--- src/rtl/comparador_pkg.sv ---
// Shared definitions for the serial magnitude comparator.
// Holds FSM state encodings, legal width range and the per-bit decision bundle.
package comparador_pkg;

   // Legal operand width range
   localparam int WIDTH_MIN = 2;
   localparam int WIDTH_MAX = 32;

   // FSM state encodings
   localparam logic [1:0] ST_IDLE    = 2'd0;
   localparam logic [1:0] ST_COMPARE = 2'd1;
   localparam logic [1:0] ST_DONE    = 2'd2;

   // Decision for one bit pair
   typedef struct packed {
      logic gt;
      logic lt;
   } bit_dec_t;

   function automatic bit width_ok(input int w);
      return (w >= WIDTH_MIN) && (w <= WIDTH_MAX);
   endfunction

endpackage

--- src/rtl/comparador_serial_cmp_bit.sv ---
// Single bit-pair decision for the serial comparator (purely combinational).
// Ports: ai, bi = operand bits; msb_inv = swap sense (sign bit); gt/lt = result.
module cmp_bit (
   input  logic ai,
   input  logic bi,
   input  logic msb_inv,
   output logic gt,
   output logic lt
);

   logic raw_gt;
   logic raw_lt;

   assign raw_gt = ai & ~bi;
   assign raw_lt = ~ai & bi;

   // A set sign bit means a smaller two's-complement value
   assign gt = msb_inv ? raw_lt : raw_gt;
   assign lt = msb_inv ? raw_gt : raw_lt;

endmodule

--- src/rtl/comparador_serial.sv ---
// Serial MSB-first magnitude comparator with early termination.
// Ports: clk, reset (sync, high); start, a, b, chave (0: A<B, 1: A>B) in;
//        s (test result), eq (A==B), busy (comparing), done (1-cycle pulse) out.
module comparador_serial
   import comparador_pkg::*;
#(
   parameter int WIDTH  = 8,
   parameter bit SIGNED = 1'b0
) (
   input  logic             clk,
   input  logic             reset,
   input  logic             start,
   input  logic [WIDTH-1:0] a,
   input  logic [WIDTH-1:0] b,
   input  logic             chave,
   output logic             s,
   output logic             eq,
   output logic             busy,
   output logic             done
);

   localparam int IW = $clog2(WIDTH);
   localparam logic [IW-1:0] IDX_TOP = IW'(WIDTH - 1);

   if (!width_ok(WIDTH)) begin : g_bad_width
      $error("comparador_serial: WIDTH out of range");
   end

   logic [1:0]       state;
   logic [WIDTH-1:0] a_r;
   logic [WIDTH-1:0] b_r;
   logic             chave_r;
   logic [IW-1:0]    idx;
   logic             s_r;
   logic             eq_r;

   logic     ai;
   logic     bi;
   logic     msb_inv;
   bit_dec_t dec;
   logic     differ;
   logic     res_s;

   assign ai      = a_r[idx];
   assign bi      = b_r[idx];
   assign msb_inv = SIGNED && (idx == IDX_TOP);

   cmp_bit u_cmp_bit (
      .ai      (ai),
      .bi      (bi),
      .msb_inv (msb_inv),
      .gt      (dec.gt),
      .lt      (dec.lt)
   );

   // First differing bit from the top decides the ordering
   assign differ = dec.gt | dec.lt;
   assign res_s  = chave_r ? dec.gt : dec.lt;

   always_ff @(posedge clk) begin
      if (reset) begin
         state   <= ST_IDLE;
         a_r     <= '0;
         b_r     <= '0;
         chave_r <= 1'b0;
         idx     <= IDX_TOP;
         s_r     <= 1'b0;
         eq_r    <= 1'b0;
      end else begin
         unique case (state)
            ST_IDLE: begin
               if (start) begin
                  a_r     <= a;
                  b_r     <= b;
                  chave_r <= chave;
                  idx     <= IDX_TOP;
                  s_r     <= 1'b0;
                  eq_r    <= 1'b0;
                  state   <= ST_COMPARE;
               end
            end
            ST_COMPARE: begin
               if (differ) begin
                  s_r   <= res_s;
                  state <= ST_DONE;
               end else if (idx == '0) begin
                  eq_r  <= 1'b1;
                  s_r   <= 1'b0;
                  state <= ST_DONE;
               end else begin
                  idx <= idx - IW'(1);
               end
            end
            ST_DONE: begin
               state <= ST_IDLE;
            end
            default: begin
               state <= ST_IDLE;
            end
         endcase
      end
   end

   assign s    = s_r;
   assign eq   = eq_r;
   assign busy = (state == ST_COMPARE);
   assign done = (state == ST_DONE);

endmodule
--- config.mk ---
export PLATFORM = sky130hd
export DESIGN_NAME = comparador_serial
export DESIGN_NICKNAME = d
export VERILOG_FILES = /design/src/rtl/comparador_pkg.sv /design/src/rtl/comparador_serial_cmp_bit.sv /design/src/rtl/comparador_serial.sv
export SDC_FILE = /design/constraint.sdc
export NUM_CORES = 1
export LEC_CHECK = 0
export CORE_MARGIN = 2
export CORE_UTILIZATION = 49
export DETAILED_ROUTE_END_ITERATION = 6
export PLACE_DENSITY = 0.82
export SETUP_SLACK_MARGIN = 0.1
export SLEW_MARGIN = 20
export SYNTH_ARGS = -nofsm -noshare
export SYNTH_HDL_FRONTEND = slang
export SYNTH_HIERARCHICAL = 1
export SYNTH_SLANG_ARGS = --single-unit
--- constraint.sdc ---
create_clock -name clk -period 2.5 [get_ports clk]
set_input_delay 0.625 -clock clk [delete_from_list [all_inputs] [get_ports clk]]
set_output_delay 0.625 -clock clk [all_outputs]
set_load 0.01 [all_outputs]
==> metrics.txt <==
power per standard cell area 610.2 nW/um^2; Detailed Place HPWL 1717 um; cell area after technology mapping 1116 sq um; sum of negative setup slack 0 ns; delay of the slowest cell on the worst path 0.55 ns; DR DRC count 0; final weighted congestion in routability-driven placement 0.7396; maximum number of buffers from clock root to sink 2; number of distinct library cell variants in the gate-level netlist after synthesis 28; clock insertion delay at the later pin of the skew report 0.32 ns; library cell occupying the most area in the post-synthesis netlist dfxtp_1; leakage power 0.0005886 uW; share of async-settable or async-resettable flops after synthesis 0; synthesized netlist cell count 126; wire length of the first global-routing pass 4008 um; DRT iter0 DRCs 17; count of antenna-violating nets left after detailed routing 0; largest cells by area after synthesis dfxtp_1 43%, nand2_1 11%, mux4_1 9.4%; floorplan core area 2191 sq um; commonest cells in the synthesized netlist 34 x nand2_1, 24 x dfxtp_1, 18 x a21oi_1; required time of the critical path 2.72 ns; syn avg cell area 8.858 sq um; Hold Crit Start a_r[5]; class of the most critical setup path reg2reg; floorplan row count 17; arrival time at the worst endpoint 2.54 ns; clock buffer count from CTS 3; growth of design area from synthesis to finish 28.81%; maximum number of pins on one net before global-route repair 20; final routed wire length divided by cell count 13.26 um; count of flip-flops with a built-in enable after synthesis 0; share of synthesized area occupied by flip-flops and latches 0.4305; endpoints failing hold 0; Vias 966; Die Area 2675 sq um; routed via count divided by cell count 5.397; remaining max-slew budget at the tightest pin 0.6089; floorplan die width 51.73 um; share of final-layout standard cells stronger than drive strength 1 0.1060; peak supply drop 0.0003687 V; count of warnings emitted by yosys 6; setup violators final 0; number of buffers inserted for hold repair after clock tree synthesis 0; Layout Skew 0.002812 ns; utilization after layout 0.6562; I/O pins 24; Yosys top cell area share 0.4305; die height 51.73 um; drt total wl 2373 um; clock tree from TritonCTS done; number of slew-limit violations in the final report 0; Max Clk Rate 431.8 MHz; starting density of the core 0.5094; number of nets in the final layout 174; number of clock sinks 24; worst-margin pin slew 0.5866 ns; Final min period 2.316 ns; antenna cell count 0; number of global-route vias before repair 978; port buffer count 23; worst path cell trace mux4_1 > mux2_2 > or2b_1 > mux2i_2 > or4bb_1 > o21ai_0 > a22oi_1; RSZ-0062 raised after global routing no; number of optimization iterations in the first detailed-route pass 4; Setup crit end kind flop; Max Fanout on Critical Path 6; cell with the largest stage delay on the worst path mux4_1; launching element type of the critical path flop; flip-flop cell with the highest count after synthesis dfxtp_1; launch point of the critical path idx[0]; Synth Register Bits 24; global routing usage summed across all routing layers 0.2016; global-route congestion overflow total 0; beginning of the worst register-to-register path idx[0]; max-capacitance violation count 0; final worst path period share 0.9264; run status finished, final reports clean; number of levels in the clock H-tree 1; number of antenna violations at the first check in global routing 0; most frequent cell after synthesis nand2_1; root buffer selected by CTS clkbuf_4; CTS clock-pin slew for the worst setup and hold paths 0.13 ns; Tightest Hold Check Type reg2reg
## placed cells by master, fill, tap and decap left out
cell type / netlist / routed
or3_1: 1 / 1
mux4_2: 0 / 2
nand2_1: 34 / 34
a21oi_1: 18 / 18
or4bb_1: 1 / 1
nand2b_1: 2 / 2
a22oi_1: 1 / 1
nand3b_1: 1 / 1
o21ai_0: 1 / 1
a31oi_1: 1 / 1
dfxtp_4: 0 / 1
mux2_2: 2 / 2
clkdlybuf4s50_1: 0 / 23
or4_1: 1 / 1
clkbuf_4: 0 / 3
nor2_1: 3 / 3
mux2i_1: 5 / 4
mux4_1: 4 / 2
buf_4: 0 / 5
inv_1: 4 / 4
bufinv_16: 0 / 1
or3b_1: 1 / 1
nor2b_1: 2 / 2
conb_1: 1 / 2
nor3b_1: 2 / 1
nor3_1: 4 / 4
or2b_1: 1 / 1
ha_1: 2 / 2
mux2i_2: 0 / 1
and2_1: 1 / 1
dfxtp_1: 24 / 23
o311ai_1: 1 / 1
nor3b_2: 0 / 1
## repair_timing
item                                   in CTS  in global routing
pin swaps                                   0                  3
setup endpoints to repair                   5                  6
endpoints found under the hold margin       0                  0
gates resized for setup                     1                  4
buffers inserted                            0                  2
## path summary, 6_finish.rpt
check | cells past startpoint | end | slack (ns)
worst max register to register | 7 | idx[2] | 0.18
worst max-delay path | 7 | idx[2] | 0.18
worst min register to register | 2 | a_r[5] | 0.47
worst min-delay path | 2 | a_r[5] | 0.47
## layout make-up
cell class | instances | area, sq um
timing repair buffer | 28 | 267.8
sequential | 24 | 484.2
clock buffer | 3 | 22.52
tap | 28 | 35.03
multi-input combinational | 91 | 583.1
clock inverter | 1 | 30.03
fill | 191 | 753.2
inverter | 4 | 15.01
## worst max-delay path: cells and delay by family (launching register included)
kind | cells | cell delay (ns)
simple gates | 2 | 0.67
mux | 3 | 0.92
flops | 1 | 0.42
compound gates | 2 | 0.19
## through the flow
step | hold WS (ns) | total power, uW | setup WS, ns | instances | area (sq um)
finish | 0.4710 | 877.2 | 0.1839 | 179 | 1438
global route | 0.4880 | 916.3 | 0.07391 | 179 | 1438
CTS | 0.4695 | 870.6 | 0.1086 | 177 | 1424
detailed placement | 0.4500 | 592.1 | 0.06538 | 173 | 1370
global placement | 0.4438 | 584.0 | 0.1823 | 173 | 1370
floorplan | 0.4315 | 533.4 | 0.2824 | 127 | 1120
## routing by layer
| layer | track usage | share of wire | up-vias |
|---|---|---|---|
| li1 | - | - | 479 |
| met1 | 0.2143 | 0.42 | 453 |
| met2 | 0.3846 | 0.51 | 30 |
| met3 | 0.03736 | 0.049 | 4 |
| met4 | 0.08333 | 0.019 | 0 |
| met5 | 0 | 0 | - |
## cell families after synthesis
family	after synthesis	share of synthesized area
adder cells (fa/ha/maj)	2	0.02242
other	1	0.003360
multiplexers	11	0.1592
AND/OR/NAND/NOR	54	0.2276
flip-flops	24	0.4305
AO/OA/AOI/OAI	22	0.1054
buffers and inverters	12	0.05156
## power by group
| part | total [uW] | switching, uW | internal [uW] |
|---|---|---|---|
| Combinational | 163 | 76.5 | 86.8 |
| Sequential | 430 | 20.2 | 410 |
| Clock | 284 | 122 | 162 |
## registers in the layout, indices dropped and copies added, names as in the netlist
name and cells:
a_r 8, b_r 8, chave_r 1, eq 1
idx 3, s 1, state 2
Note: power is estimated with default switching activity, not from simulation.
